<file path="config.mk">
export PLATFORM = sky130hd
export DESIGN_NAME = fp_div_seq
export DESIGN_NICKNAME = d
export VERILOG_FILES = /design/src/rtl/fp_pkg.sv /design/src/rtl/fp_div_sat.sv /design/src/rtl/fp_div_seq.sv
export SDC_FILE = /design/constraint.sdc
export NUM_CORES = 1
export LEC_CHECK = 0
export BUFFER_PORTS_ARGS = -buffer_cell sky130_fd_sc_hd__buf_2
export CAP_MARGIN = 10
export CORE_MARGIN = 1
export CORE_UTILIZATION = 54
export DETAILED_ROUTE_END_ITERATION = 10
export PLACE_DENSITY_LB_ADDON = 0.3
export RECOVER_POWER = 50
export SLEW_MARGIN = 30
export SYNTH_ARGS = -nofsm -noshare
export SYNTH_HDL_FRONTEND = slang
export SYNTH_SLANG_ARGS = --single-unit
export TNS_END_PERCENT = 10
</file>
<file path="constraint.sdc">
create_clock -name clk -period 2.6 [get_ports clk]
set_input_delay 0.78 -clock clk [delete_from_list [all_inputs] [get_ports clk]]
set_output_delay 0.78 -clock clk [all_outputs]
set_load 0.05 [all_outputs]
</file>
<file path="src/rtl/fp_pkg.sv">
// Shared definitions for the sequential fixed-point divider: FSM encoding and
// the shift/iteration-count helpers.
package fp_pkg;

    typedef enum logic [1:0] {
        IDLE = 2'd0,
        DIV  = 2'd1,
        FIX  = 2'd2,
        DONE = 2'd3
    } state_t;

    // Left shift applied to |in1| so the quotient lands on WFO fraction bits.
    function automatic int calc_s(input int wf1, input int wf2, input int wfo);
        return wf2 + wfo - wf1;
    endfunction

    // Number of quotient bits produced, one per DIV cycle.
    function automatic int calc_nd(input int wi1, input int wf1, input int wf2, input int wfo);
        return wi1 + wf1 + calc_s(wf1, wf2, wfo);
    endfunction

endpackage

</file>
<file path="src/rtl/fp_div_sat.sv">
// Applies the result sign to the unsigned quotient magnitude and saturates it
// into the signed output format; also forms the divide-by-zero result.
module fp_div_sat #(
    parameter int unsigned ND = 36,
    parameter int unsigned WO = 24
) (
    input  logic [ND-1:0] q,
    input  logic          neg,
    input  logic          dbz,
    input  logic          dbz_neg,
    output logic [WO-1:0] res,
    output logic          ovf
);

    localparam int unsigned WC = ((ND > WO) ? ND : WO) + 1;

    logic [WC-1:0] qx;
    logic [WC-1:0] maxp;
    logic [WO-1:0] pos_max;
    logic [WO-1:0] neg_min;

    assign qx      = WC'(q);
    assign maxp    = (WC'(1) << (WO - 1)) - WC'(1);
    assign pos_max = {1'b0, {(WO-1){1'b1}}};
    assign neg_min = {1'b1, {(WO-1){1'b0}}};

    // Negative results may reach one step further than positive ones.
    always_comb begin
        res = qx[WO-1:0];
        ovf = 1'b0;
        if (dbz) begin
            res = dbz_neg ? neg_min : pos_max;
        end else if (neg && (qx != '0)) begin
            if (qx > (maxp + WC'(1))) begin
                res = neg_min;
                ovf = 1'b1;
            end else begin
                res = ~qx[WO-1:0] + WO'(1);
            end
        end else if (qx > maxp) begin
            res = pos_max;
            ovf = 1'b1;
        end
    end

endmodule

</file>
<file path="src/rtl/fp_div_seq.sv">
// Sequential signed fixed-point divider: restoring division on magnitudes,
// one quotient bit per cycle, then sign/saturation and a valid/ready output.
module fp_div_seq
    import fp_pkg::*;
#(
    parameter int unsigned WI1 = 4,
    parameter int unsigned WF1 = 16,
    parameter int unsigned WI2 = 4,
    parameter int unsigned WF2 = 16,
    parameter int unsigned WIO = 8,
    parameter int unsigned WFO = 16
) (
    input  logic                 clk,
    input  logic                 rst_n,
    input  logic                 in_valid,
    output logic                 in_ready,
    input  logic [WI1+WF1-1:0]   in1,
    input  logic [WI2+WF2-1:0]   in2,
    output logic                 out_valid,
    input  logic                 out_ready,
    output logic [WIO+WFO-1:0]   out,
    output logic                 overflow,
    output logic                 div_by_zero
);

    localparam int          S  = calc_s(int'(WF1), int'(WF2), int'(WFO));
    localparam int unsigned ND = calc_nd(int'(WI1), int'(WF1), int'(WF2), int'(WFO));
    localparam int unsigned N1 = WI1 + WF1;
    localparam int unsigned N2 = WI2 + WF2;
    localparam int unsigned WO = WIO + WFO;
    localparam int unsigned CW = $clog2(ND + 1);

    generate
        if (S < 0) begin : g_bad_shift
            $error("fp_div_seq: WF2+WFO must not be smaller than WF1");
        end
    endgenerate

    state_t        state_q;
    state_t        state_d;
    logic [CW-1:0] cnt_q;
    logic [ND-1:0] num_q;
    logic [ND-1:0] quo_q;
    logic [N2-1:0] rem_q;
    logic [N2-1:0] dvs_q;
    logic          sgn_q;
    logic          in1_neg_q;
    logic          dbz_q;

    logic [N1-1:0] mag1_c;
    logic [N2-1:0] mag2_c;
    logic [N2:0]   trial_c;
    logic          ge_c;
    logic [N2-1:0] rem_c;
    logic [WO-1:0] sat_res_c;
    logic          sat_ovf_c;
    logic          accept_c;

    assign accept_c = in_valid && in_ready;
    assign mag1_c   = in1[N1-1] ? (~in1 + N1'(1)) : in1;
    assign mag2_c   = in2[N2-1] ? (~in2 + N2'(1)) : in2;

    // Restoring step: bring in the next numerator bit, subtract if it fits.
    assign trial_c = {rem_q, num_q[ND-1]};
    assign ge_c    = trial_c >= {1'b0, dvs_q};
    assign rem_c   = ge_c ? N2'(trial_c - {1'b0, dvs_q}) : trial_c[N2-1:0];

    fp_div_sat #(
        .ND (ND),
        .WO (WO)
    ) u_sat (
        .q       (quo_q),
        .neg     (sgn_q),
        .dbz     (dbz_q),
        .dbz_neg (in1_neg_q),
        .res     (sat_res_c),
        .ovf     (sat_ovf_c)
    );

    always_ff @(posedge clk or negedge rst_n) begin
        if (!rst_n) state_q <= IDLE;
        else        state_q <= state_d;
    end

    always_comb begin
        state_d = state_q;
        case (state_q)
            IDLE:    if (accept_c) state_d = DIV;
            DIV:     if (cnt_q == CW'(ND - 1)) state_d = FIX;
            FIX:     state_d = DONE;
            DONE:    if (out_valid && out_ready) state_d = IDLE;
            default: state_d = IDLE;
        endcase
    end

    // Datapath and registered outputs.
    always_ff @(posedge clk or negedge rst_n) begin
        if (!rst_n) begin
            in_ready    <= 1'b1;
            out_valid   <= 1'b0;
            out         <= '0;
            overflow    <= 1'b0;
            div_by_zero <= 1'b0;
            cnt_q       <= '0;
            num_q       <= '0;
            quo_q       <= '0;
            rem_q       <= '0;
            dvs_q       <= '0;
            sgn_q       <= 1'b0;
            in1_neg_q   <= 1'b0;
            dbz_q       <= 1'b0;
        end else begin
            in_ready <= (state_d == IDLE);
            case (state_q)
                IDLE: begin
                    if (accept_c) begin
                        num_q     <= ND'(mag1_c) << S;
                        quo_q     <= '0;
                        rem_q     <= '0;
                        dvs_q     <= mag2_c;
                        sgn_q     <= in1[N1-1] ^ in2[N2-1];
                        in1_neg_q <= in1[N1-1];
                        dbz_q     <= (in2 == '0);
                        cnt_q     <= '0;
                    end
                end
                DIV: begin
                    num_q <= num_q << 1;
                    quo_q <= {quo_q[ND-2:0], ge_c};
                    rem_q <= rem_c;
                    cnt_q <= cnt_q + CW'(1);
                end
                FIX: begin
                    out         <= sat_res_c;
                    overflow    <= sat_ovf_c;
                    div_by_zero <= dbz_q;
                end
                DONE: begin
                    if (!out_valid)     out_valid <= 1'b1;
                    else if (out_ready) out_valid <= 1'b0;
                end
                default: ;
            endcase
        end
    end

endmodule

</file>
=== Yosys cells after proc, flatten, opt, wreduce, memory -nomap -nowiden ===
Cells that the tools add are included.

* Reduce and logical (&&, ||, !) cells: 10
* $mul: 0
* Bitwise logic cells: 4
* Magnitude comparators: 3
* Add/sub/neg operators: 5
* Divide/modulo/power cells: 0
* Mux-type cells: 26
* Shifts and indexed selects: 0
* Equal/unequal tests: 5

{| class="wikitable"
|+ Operators with widths
! cell !! count
|-
| $pmux W36 S2 || 2
|-
| $mux W24 || 5
|-
| $mux W20 || 4
|-
| $mux W36 || 2
|-
| $add A20 B1 Y20 const B || 2
|-
| $not A20 Y20 || 2
|-
| $pmux W20 S2 || 1
|-
| $reduce_bool A37 Y1 || 1
|-
| $gt A36 B23 Y1 const B || 1
|-
| $gt A36 B24 Y1 const B || 1
|-
| $add A24 B1 Y24 const B || 1
|-
| $not A24 Y24 || 1
|-
| $ge A21 B20 Y1 || 1
|-
| $logic_not A20 Y1 || 1
|-
| $sub A20 B20 Y20 || 1
|-
| $pmux W6 S2 || 1
|-
| $pmux W2 S4 || 1
|-
| $add A6 B1 Y6 const B || 1
|-
| $eq A6 B6 Y1 const B || 1
|-
| $mux W1 || 6
|-
| $mux W2 || 3
|-
| $mux W6 || 1
|-
| $eq A2 B2 Y1 const B || 2
|-
| $logic_not A2 Y1 || 2
|-
| other kinds (6) || 9
|}

* Memory bits (read-only): 0
* Output and inout bits: 28
* Memories: 0
* Bits in latches: 0
* Flip-flop bits (word level): 151
* Bits in writable memories: 0
* Logic and storage cells: 67
* Bits of input ports: 44

=== Depth between registers and ports, before layout ===
Gate-level depths: netlist of run 1.

* Depth after elaboration: 5
* Mapped depth: 11
* Gate-level depth less buffers: 10

=== Cells and area by module ===
From an unflattened synthesis of run 1, not the netlist that was laid out.

* Cells, all modules: 936
* Area total of the unflattened synthesis: 8261.7 µm²

{| class="wikitable"
|+ Modules (own cells, without submodules)
! module !! seq. area each (µm²) !! cells an instance !! area each (µm²) !! times used
|-
| fp_div_seq || 3379.5 || 768 || 7233.2 || 1
|-
| fp_div_sat || 0.0 || 168 || 1028.5 || 1
|}

=== Worst setup path after synthesis of run 1 ===
Ideal clock, no wire load.

* Path type: reg2reg
* From: register quo_q[7]
* To: register out[8]
* Data arrival time: 2504 ps
* Library setup time: 68 ps
* Period minus slack after synthesis: 2572 ps
* Data required time: 2532 ps
* Buffers on the path: 3
* Setup slack: 28 ps
* Stages on the path, launching flop included: 10
* Cells stage by stage: dfrtp_1 buf_6 or4_4 nor4_4 a31oi_1 or4_1 buf_2 buf_6 a211o_1 nand3_1

* Word-level cells in the longest chain between the ends: 5
* Elaborated cells on any way between the ends: 10
* Those cells by class: add/sub (1); order compare (2); mux (4); bitwise (1); reduce/logical (2)

{| class="wikitable"
|+ RTL lines
! item !! line !! RTL
|-
| start: declaration || fp_div_seq.sv:43 || <nowiki>logic [ND-1:0] quo_q;</nowiki>
|-
| start signal: assignment || fp_div_seq.sv:129 || <nowiki>quo_q <= {quo_q[ND-2:0], ge_c};</nowiki>
|-
| $not A24 Y24 || fp_div_sat.sv:38 || <nowiki>res = ~qx[WO-1:0] + WO'(1);</nowiki>
|-
| $add A24 B1 Y24 || fp_div_sat.sv:38 ||
|-
| $mux W24 || fp_div_sat.sv:34 || <nowiki>if (qx > (maxp + WC'(1))) begin</nowiki>
|-
| $mux W24 * || fp_div_sat.sv:33 || <nowiki>end else if (neg && (qx != '0)) begin</nowiki>
|-
| $mux W24 * || fp_div_sat.sv:31 || <nowiki>if (dbz) begin</nowiki>
|-
| end signal: assignment || fp_div_seq.sv:134 || <nowiki>out <= sat_res_c;</nowiki>
|-
| end: declaration || fp_div_seq.sv:21 || <nowiki>output logic [WIO+WFO-1:0] out,</nowiki>
|}

Every way passes the cells marked *; elsewhere a longest branch is shown, timed or not.
A chain may end at the register's enable or synchronous reset.

=== Final worst setup path of run 1 ===
* From: register quo_q[7]
* To: register out[19]

The elaborated chain is that of the path after synthesis.

==> metrics, run 1 <==
status finished clean; Die Y between 100 and 150 um; hold_sp dvs_q[8]; Top-Level Pins 72; Max Used Layer met4; Maximum Capacitance Violations 0; P&R area growth vs syn 21.5%; IO buf count between 70 and 80; Net Count, Synth roughly 1000; register bit total from synthesis between 100 and 150; post-synthesis sequential area ratio 0.425; P_leak roughly 4.3 nW; Synth area leader dfrtp_1; fraction of layout cells with a size suffix above 1 0.202; slew of the pin with the lowest slew margin 1350 ps; Synth area leaders dfrtp_1 (42%), o21ai_0 (9.1%), nand2_1 (6.5%); final setup TNS 0 ps; 1st-iter DRT viols slightly above 600; FF-to-FF setup slack about 22 ps; clk_lat worst skew between 400 and 500 ps; post-place setup slack -149 ps; Synth warnings 0; Remaining Overflow, GRT 0; Critical Path AT approximately 2900 ps; die width roughly 120 um; Setup Skew around 13 ps; hold path depth 2; CTS Sinks about 140; Max Freq around 0.39 GHz; Crit Reg-Reg Endpoint out[19]; H-tree Lvls 4; fin cells ~1200; fin util 0.685; nets about 1100; WS Path Type reg -> reg; # diodes 0; Pins Over Slew Limit 0; CTS tree yes; FP Rows 43; Vias about 7400; DP HPWL 14100 um; Slew headroom 0.103; Post-Syn Instances around 930; predominant post-synthesis flop cell dfrtp_1; Synth async-reset ratio 1.00; antenna viol nets, final 0; Power, Total approximately 13 mW; WP data required 2960 ps; via/cell ratio roughly 6.0; RR Startpoint quo_q[7]; final-report hold violation count 0; DP Cell Count around 1200; DRT met1 WL approximately 9000 um; met2 wire length about 10000 um; CP endpoint kind flip-flop; Hold Crit Endpoint dvs_q[8]; 1st-pass router iterations 5; gr usage total 0.287; maximum vdd drop ~0.65 mV; routed length per instance roughly 16 um; Routed Wire Length 20400 um; global placer's final weighted congestion ~0.94; fin crit period between 2000 and 3000 ps; Setup crit start kind flip-flop; Post-synth EDFFs 0; Period Utilization, post-route 0.991; RSZ-0062 raised after global routing yes; initial antenna violation count 1; Worst Hold Class reg -> reg; Detail Route met3 WL 937 um; synthesized area 7940 sq um; largest net degree at the start of global routing between 50 and 60; top cell type's share of synthesized area 0.422; CP max FO 13; Num CTS Buffers 17; clock buffer depth 2; P per Cell Area about 1400 nW/um^2; vias in the first global route approximately 6900; R2R cell count 7; setup slack after layout ~22 ps; first-pass GRT wire length 33900 um; Residual DRC 0; root buffer cell clkbuf_16; Netlist cell types 60; Finish-stage setup viols 0; Core Area 14100 sq um; effective utilization at floorplan 0.564; syn avg cell area 8.58 sq um; DIE AREA around 15000 sq um; clock-pin slew on the worst setup and hold paths approximately 60 ps
worst max-delay path, cell delays in order (launching register included):
cell and delay, ps:
dfrtp_1 370, or4_4 560, nor4_4 340, a31oi_2 160
or4_4 490, buf_12 170, or3b_1 340, nand3_1 80
kinds of logic (layout without fill, tap and decap cells):
family                     Yosys count  after routing  share of synthesized area
muxes                               16             16                     0.0202
buffers and inverters               91            222                     0.0463
AOI/OAI and AO/OA                  297            297                      0.224
xor gates and xnor gates            53             53                     0.0584
DFF                                135            135                      0.425
and+or+nand+nor                    309            309                      0.185
adders and majority gates           25             25                     0.0403
power by group:
group,switching [mW],total [mW],internal (mW)
clock,0.995,2.33,1.34
sequential,0.554,3.49,2.94
combinational,4.42,7.36,2.94
cell usage after synthesis, types with 4 or more instances:
master / instances
mux2i_1: 16
a21o_1: 6
o21a_1: 4
o211ai_1: 4
nor3_1: 20
o41ai_1: 7
xnor2_1: 10
a21oi_1: 52
nor2b_1: 5
a32oi_1: 6
o21ai_0: 145
nor2_1: 45
nand3_1: 27
or3_1: 6
nand2b_1: 9
o311ai_1: 11
a22oi_1: 18
nand2_1: 137
or4_1: 9
inv_1: 35
nand4_1: 11
buf_1: 7
clkbuf_1: 43
o31ai_1: 18
nor4_1: 15
a31oi_1: 4
ha_1: 24
and2_1: 5
dfrtp_1: 134
and3_1: 5
xor2_1: 43
registers in the layout, indices dropped and copies added (netlist names), 2 cells and up:
register,cells
quo_q,36
out,24
dvs_q,20
num_q,20
rem_q,20
cnt_q,6
state_q,2
how the worst max path moves through the flow:
stage | start | end | slack, ps
floorplan | quo_q[7] | out[8] | 30
global placement | in2[4] | dvs_q[17] | -60
detailed placement | in2[4] | dvs_q[17] | -150
CTS | quo_q[12] | out[19] | -5
global route | quo_q[7] | out[19] | -90
finish | quo_q[7] | out[19] | 20
placed cells by master, fill, tap and decap left out, types with 6 or more instances in the layout:
cell,n
a21oi_1,49
xnor2_1,10
o41ai_1,7
nand2_1,137
nand3_1,26
clkbuf_16,18
a32oi_1,6
nand4_1,11
nor2_1,44
a21o_1,6
buf_4,74
dfrtp_1,134
xor2_1,43
ha_1,24
a22oi_1,18
nand2b_1,7
o21ai_0,143
inv_1,35
mux2i_1,16
o311ai_1,11
buf_2,71
nor3_1,17
or4_1,7
o31ai_1,17
nor4_1,12
stage by stage:
| stage | hold slack, ps | cell area, sq um |
|---|---|---|
| after global placement | 460 | 9000 |
| after global routing | 501 | 9650 |
| after floorplan | 450 | 7940 |
| after CTS | 327 | 9600 |
| after detailed placement | 472 | 9000 |
| final | 479 | 9650 |
repair_timing:
| item | 4_1_cts | 5_1_grt |
|---|---|---|
| hold buffers | 0 | 0 |
| setup buffers | 1 | 1 |
| endpoints found under the setup margin | 6 | 38 |
| pin swaps | 2 | 7 |
| resized for setup | 5 | 17 |
| cloned | 0 | 1 |
| hold endpoints to repair | 0 | 0 |
cell type report:
class                   instances  area (sq um)
clock buffers                  17           425
inverters                      35           131
flip-flops and latches        135          3380
fillers                      1166          4440
repair buffers                155          1020
clock inverters                15           146
well taps                     180           225
multi-input cells             700          4320
metal layers:
metal	vias up	GRT usage
li1	3574	-
met2	256	0.469
met1	3523	0.384
met5	-	0
met4	0	0.113
met3	41	0.0406
Power figures use the tool's default switching activity.
==> inputs of run 2 (changes only) <==
--- a/config.mk
+++ b/config.mk
@@ -5,11 +5,13 @@
 export SDC_FILE = /design/constraint.sdc
 export NUM_CORES = 1
 export LEC_CHECK = 0
+export ABC_AREA = 1
 export BUFFER_PORTS_ARGS = -buffer_cell sky130_fd_sc_hd__buf_2
 export CAP_MARGIN = 10
 export CORE_MARGIN = 1
-export CORE_UTILIZATION = 54
+export CORE_UTILIZATION = 55
 export DETAILED_ROUTE_END_ITERATION = 10
+export HOLD_SLACK_MARGIN = 0.06
 export PLACE_DENSITY_LB_ADDON = 0.3
 export RECOVER_POWER = 50
 export SLEW_MARGIN = 30
==> run 2 against run 1 <==
Against the previous run: worst setup slack better by 220 ps; critical path depth up 6; global-route usage down 0.48 points; total power up 19%; routed wire length up 14%; die area up 13%; core utilization down 4.7 points; clock power up 8%; sequential power up 5%; final cell count up 27%; cell area up 6.1%; critical path type unchanged; highest routed layer unchanged.
==> metrics, run 2 <==
Fillers 1477 (+27%); fin util 0.637 (-0.0473); commonest cells after routing, fill and taps aside nand2_1 (384), inv_1 (159), dfrtp_1 (134); post-synthesis sequential area ratio 0.369 (-0.0569); synthesized area 9170 sq um (+15%); Residual DRC 0 (unchanged); Synth async-reset ratio 1.00 (unchanged); clk_lat worst skew 430 ps (about the same); Largest regs quo_q: 36 flops, out: 24 flops; H-tree Lvls 4 (unchanged); FP Rows 46 (+7.0%); gr usage total 0.282 (-0.00477); vias in the first global route 8051 (+16%); final-report hold violation count 0 (unchanged); commonest non-fill, non-tap cell in the layout nand2_1; Synth area leaders dfrtp_1 (37%), nand2_1 (16%), inv_1 (6.4%); largest family of logic cells by synthesized area simple AND/OR/NAND/NOR gates; fraction of layout cells with a size suffix above 1 0.136 (-0.0668); count leader, synth nand2_1; antenna viol nets, final 0 (unchanged); Synth warnings 0 (unchanged); fin crit period 2360 ps (-223 ps); root buffer cell clkbuf_16; maximum vdd drop 0.638 mV (-2.1%); Crit Reg-Reg Endpoint rem_q[18]; Worst Hold Class reg -> reg; Maximum Capacitance Violations 0 (unchanged); Min Hold Slack 478 ps (-0.399 ps); 1st-pass router iterations 5 (unchanged); Worst path max stage delay 400 ps (-160 ps); CP Cell Sequence ha_1 -> nand2_1 -> inv_1 -> nand2_1 -> nand2_1 -> nand2_1 -> nand2_1 -> nor2_4 -> nand2_4 -> nand2_1 -> nand2_1 -> nand2_1 -> nand2_1; via/cell ratio 5.46 (-8.6%); Post-CTS Resized 0 (-5); adder-cell area share of the yosys netlist 0.0349 (-0.00539); R2R cell count 13 (+6); Setup Skew 9.04 ps (-3.52 ps); P per Cell Area 1530 nW/um^2 (+12%); final setup TNS 0 ps (unchanged); routed length per instance 14.8 um (-10%); slew of the pin with the lowest slew margin 1270 ps (-75.8 ps); most crowded layer after global routing met2; Post-Syn Instances 1279 (+38%); top cell type's share of synthesized area 0.366 (-0.0564); P_leak 5.21 nW (+22%); P&R area growth vs syn 11.6%; largest net degree at the start of global routing 50 (-9.1%); met3 GRT Util 0.0556 (+0.0150); Remaining Overflow, GRT 0 (unchanged); effective utilization at floorplan 0.571 (+0.00751); Synth Area in Simple Gates 0.341 (+0.155); first-pass GRT wire length 39300 um (+16%); Setup crit start kind flip-flop; hold path depth 2 (unchanged); Hold Crit Endpoint overflow; Power, Total 15.7 mW (+19%); # diodes 0 (unchanged); GR Util met1 0.393 (+0.00968); clock buffer depth 2 (unchanged); commonest cells in the netlist nand2_1 (384), inv_1 (157), dfrtp_1 (134), nor2_1 (103), nand3_1 (93); FF-to-FF setup slack 240 ps (+220 ps); syn avg cell area 7.17 sq um (-16%); register bit total from synthesis 135 (unchanged); CP endpoint kind flip-flop; Post-CTS Setup Repair Bufs 0 (-1); predominant post-synthesis flop cell dfrtp_1; Routed Wire Length 23200 um (+14%); Core Area 16100 sq um (+14%); CTS tree yes; Top cell by count, worst path nand2_1; RR Startpoint rem_q[14]; Post-synth EDFFs 0 (unchanged); Vias 8550 (+16%); Compound-Gate Fraction of Synth Area 0.117 (-0.107); CTS Sinks 135 (unchanged); IO buf count 71 (unchanged); 1st-iter DRT viols 746 (+21%); Num CTS Buffers 17 (unchanged); Sequential Area 3380 sq um (unchanged); post-place setup slack 223 ps (+372 ps); DIE AREA 17200 sq um (+13%); Max Freq 0.425 GHz (+9.4%); WS Path Type reg -> reg; WP data required 2910 ps (-50 ps); Finish-stage setup viols 0 (unchanged); Critical Path AT 2670 ps (-270 ps); Netlist cell types 57 (-5.0%); RSZ-0062 raised after global routing no; status finished clean; clock-pin slew on the worst setup and hold paths 60 ps (about the same); Synth area leader dfrtp_1; DP HPWL 16500 um (+17%); global placer's final weighted congestion 0.943 (about the same); max reg flops 36 (unchanged); Pins Over Slew Limit 0 (unchanged); hold_sp overflow; largest reg by FF count quo_q; Post-Synth XOR/XNOR Area 0.0363 (-0.0221); nets 1406 (+26%); met2 Usage GRT 0.448 (-0.0210); Period Utilization, post-route 0.906 (-0.0856); slowest stage cell, crit path dfrtp_1; setup slack after layout 245 ps (+223 ps); area of the multi-input gates 4860 sq um (+12%); Top-Level Pins 72 (unchanged); die width 131 um (+6.4%); Slew headroom 0.153 (+0.0506); post-synthesis mux area share 0.00109 (-0.0191); Net Count, Synth 1348 (+35%); initial antenna violation count 0 (-1); Post-CTS Hold Buffers 0 (unchanged); CP max FO 21 (+8); Die Y 131 um (+6.4%)
-- run 2: changes by cell type after synthesis, sizes merged, moves of 17 or more --
cell,previous run,this run
nor2,45,119
clkbuf,44,21
nand3,27,116
o21ai,146,68
o22ai,1,41
a22oi,18,1
inv,35,170
nand2,137,392
-- run 2: logic make-up after synthesis --
logic type / count (synthesis)
simple gates: 679
buf+inv: 217
compound gates: 184
flops: 135
xor+xnor: 38
fa+ha+maj: 25
mux: 1
-- run 2: per-stage QoR --
step	cell area, sq um	cells
final	10200	1565
after CTS	10300	1565
after floorplan	9170	1279
after global routing	10200	1565
after detailed placement	9660	1534
after global placement	9660	1534
-- run 2: power breakdown --
group	switching (mW)	internal, mW	total (mW)
registers	0.629	3.04	3.66
clock network	0.990	1.52	2.51
logic	6.41	3.12	9.53
-- run 2: worst max-delay path, delay by kind of cell (launching register included) --
kind,cells,cell delay [ps]
adder cells (fa/ha/maj),1,390
buffers and inverters,1,50
flip-flops,1,400
AND/OR/NAND/NOR,11,1380
-- run 2: how the worst max path moves through the flow --
stage / start / endpoint / slack [ps] / cells after the start
after floorplan: in1[0] / num_q[32] / 730 / 10
after global placement: in2[0] / dvs_q[12] / 300 / 9
after detailed placement: in2[1] / dvs_q[12] / 220 / 9
after CTS: rem_q[14] / rem_q[18] / 280 / 13
after global routing: rem_q[14] / rem_q[18] / 110 / 13
final: rem_q[14] / rem_q[18] / 240 / 13
-- run 2: cell type report --
type / count / area share
sequential: 135 / 0.330
multi-input combinational: 927 / 0.475
timing repair buffer: 85 / 0.0472
clock inverter: 13 / 0.0167
clock buffer: 18 / 0.0419
tap: 216 / 0.0264
inverter: 171 / 0.0627
-- run 2: metal layers --
metal,vias to the layer above,share of wire
met5,-,0
met4,0,0.010
met3,24,0.058
met2,261,0.45
met1,4018,0.48
li1,4247,-
==> inputs of run 3 (changes only) <==
--- a/config.mk
+++ b/config.mk
@@ -14,6 +14,7 @@
 export HOLD_SLACK_MARGIN = 0.06
 export PLACE_DENSITY_LB_ADDON = 0.3
 export RECOVER_POWER = 50
+export REMOVE_ABC_BUFFERS = 1
 export SLEW_MARGIN = 30
 export SYNTH_ARGS = -nofsm -noshare
 export SYNTH_HDL_FRONTEND = slang
==> run 3 against run 2 <==
Against the previous run: combinational power down 1%; die area unchanged; global-route usage fell by 1.7 points; clock power decreased by 8.4%; first-iteration DRC count fell by 29%; sequential power about the same; via count shrank 1.2%; routed wire length down 5.4%; critical path depth decreased by 8; critical path type unchanged; total power decreased by 2.0%.
==> metrics, run 3 (synthesis gave the netlist of run 2 again) <==
1st-iter DRT viols 531 (-29%); FP Rows 46 (unchanged); global placer's final weighted congestion 0.930 (-1.4%); Num CTS Buffers 17 (unchanged); WP data required 2940 ps (+30 ps); P&R area growth vs syn 11.4%; vias in the first global route 7897 (-1.9%); CP Cell Sequence inv_1 -> nor2_1 -> inv_1 -> buf_4 -> o22ai_1; fraction of layout cells with a size suffix above 1 0.132 (-0.00361); Post-CTS Hold Buffers 0 (unchanged); family with the most delay on the worst path buffers and inverters; commonest cells after routing, fill and taps aside nand2_1 (384), inv_1 (159), dfrtp_1 (134); Vias 8448 (-1.2%); fin cells 1564 (-0.064%); P per Cell Area 1510 nW/um^2 (-1.8%); slew of the pin with the lowest slew margin 1130 ps (-141 ps); DP Cell Count 1532 (-0.13%); Largest regs quo_q: 36 flops, out: 24 flops; DP HPWL 15800 um (-4.5%); Maximum Capacitance Violations 0 (unchanged); root buffer cell clkbuf_16; Period Utilization, post-route 0.893 (-0.0125); Top cell by count, worst path inv_1; Min Hold Slack 479 ps (+0.950 ps); Power, Total 15.4 mW (-2.0%); 1st-pass router iterations 5 (unchanged); Worst Hold Class reg -> reg; CP endpoint kind flip-flop; final-report hold violation count 0 (unchanged); Die Y 131 um (unchanged); Residual DRC 0 (unchanged); Remaining Overflow, GRT 0 (unchanged); die width 131 um (unchanged); Worst path max stage delay 530 ps (+130 ps); routed length per instance 14.0 um (-5.3%); hold path depth 2 (unchanged); Crit path depth 5 (-8); CTS Sinks 135 (unchanged); initial antenna violation count 0 (unchanged); largest net degree at the start of global routing 76 (+52%); worst path bufs/invs 3 (+2); max reg flops 36 (unchanged); CTS tree yes; commonest non-fill, non-tap cell in the layout nand2_1; Post-CTS Resized 0 (unchanged); FF-to-FF setup slack 280 ps (+30 ps); Routed Wire Length 21900 um (-5.4%); Finish-stage setup viols 0 (unchanged); Sequential Area 3380 sq um (unchanged); clk_lat worst skew 420 ps (about the same); clock-pin slew on the worst setup and hold paths 60 ps (about the same); Post-CTS Setup Repair Bufs 0 (unchanged); gr usage total 0.265 (-0.0168); CP max FO 22 (+4.8%); maximum vdd drop 0.746 mV (+17%); final setup TNS 0 ps (unchanged); Pins Over Slew Limit 0 (unchanged); largest reg by FF count quo_q; Setup Skew 6.11 ps (-2.93 ps); slowest stage cell, crit path inv_1; effective utilization at floorplan 0.571 (unchanged); nets 1404 (-0.14%); P_leak 5.18 nW (-0.75%); Fillers 1431 (-3.1%); Slew headroom 0.248 (+0.0943); antenna viol nets, final 0 (unchanged); clock buffer depth 2 (unchanged); via/cell ratio 5.40 (-1.1%); DIE AREA 17200 sq um (unchanged); WS Path Type reg -> reg; fin crit period 2320 ps (-32.5 ps); R2R cell count 5 (-8); RSZ-0062 raised after global routing no; # diodes 0 (unchanged); Critical Path AT 2660 ps (about the same); Max Freq 0.431 GHz (+1.4%); first-pass GRT wire length 37400 um (-4.9%); status finished clean; IO buf count 71 (unchanged); area of the multi-input gates 4860 sq um (about the same); H-tree Lvls 4 (unchanged); Core Area 16100 sq um (unchanged); Top-Level Pins 72 (unchanged); Setup crit start kind flip-flop
==> run 3: changes by cell type in the layout (fill, tap and decap cells not counted), sizes merged <==
cell / change
clkinv: -1
clkbuf: +5
inv: -4
buf: -3
clkinvlp: +4
bufinv: -2
==> run 3: per-stage QoR <==
stage               setup slack [ps]  cell area [sq um]  utilization
finish                           277              10200        0.636
global route                     120              10200        0.636
CTS                              434              10200        0.637
detailed placement               387               9660        0.602
global placement                 431               9660        0.602
floorplan                       -773               8880            -
==> run 3: final cells by class <==
type	count	area share
Inverter	171	0.0628
Clock buffer	22	0.0464
Sequential cell	135	0.331
Multi-Input combinational cell	927	0.476
Timing Repair Buffer	83	0.0480
Clock inverter	10	0.00955
Tap cell	216	0.0265
==> run 3: worst paths after layout <==
kind,start,end
hold / removal,out[11],out[11]
max in group asynchronous,rst_n,num_q[35]
hold reg to reg,out[11],out[11]
min in group asynchronous,rst_n,out[1]
setup reg to reg,state_q[0],quo_q[3]
setup / recovery,state_q[0],quo_q[3]
==> run 3: worst reg2reg max path, stage by stage (launching register included) <==
cell	delay (ps)
dfrtp_1	520
inv_1	130
nor2_1	490
inv_1	530
buf_4	370
o22ai_1	200
==> run 3: metal layers <==
metal / vias to the layer above / wire length, um / GRT usage
met5: - / 0 / 0
met4: 0 / 382 / 0.0843
met3: 30 / 1030 / 0.0490
met2: 240 / 10400 / 0.435
met1: 3931 / 10100 / 0.353
li1: 4247 / - / -
==> run 3: power breakdown <==
group          internal (mW)  switching (mW)
registers               3.04           0.644
clock network           1.39           0.906
logic                   3.12            6.29
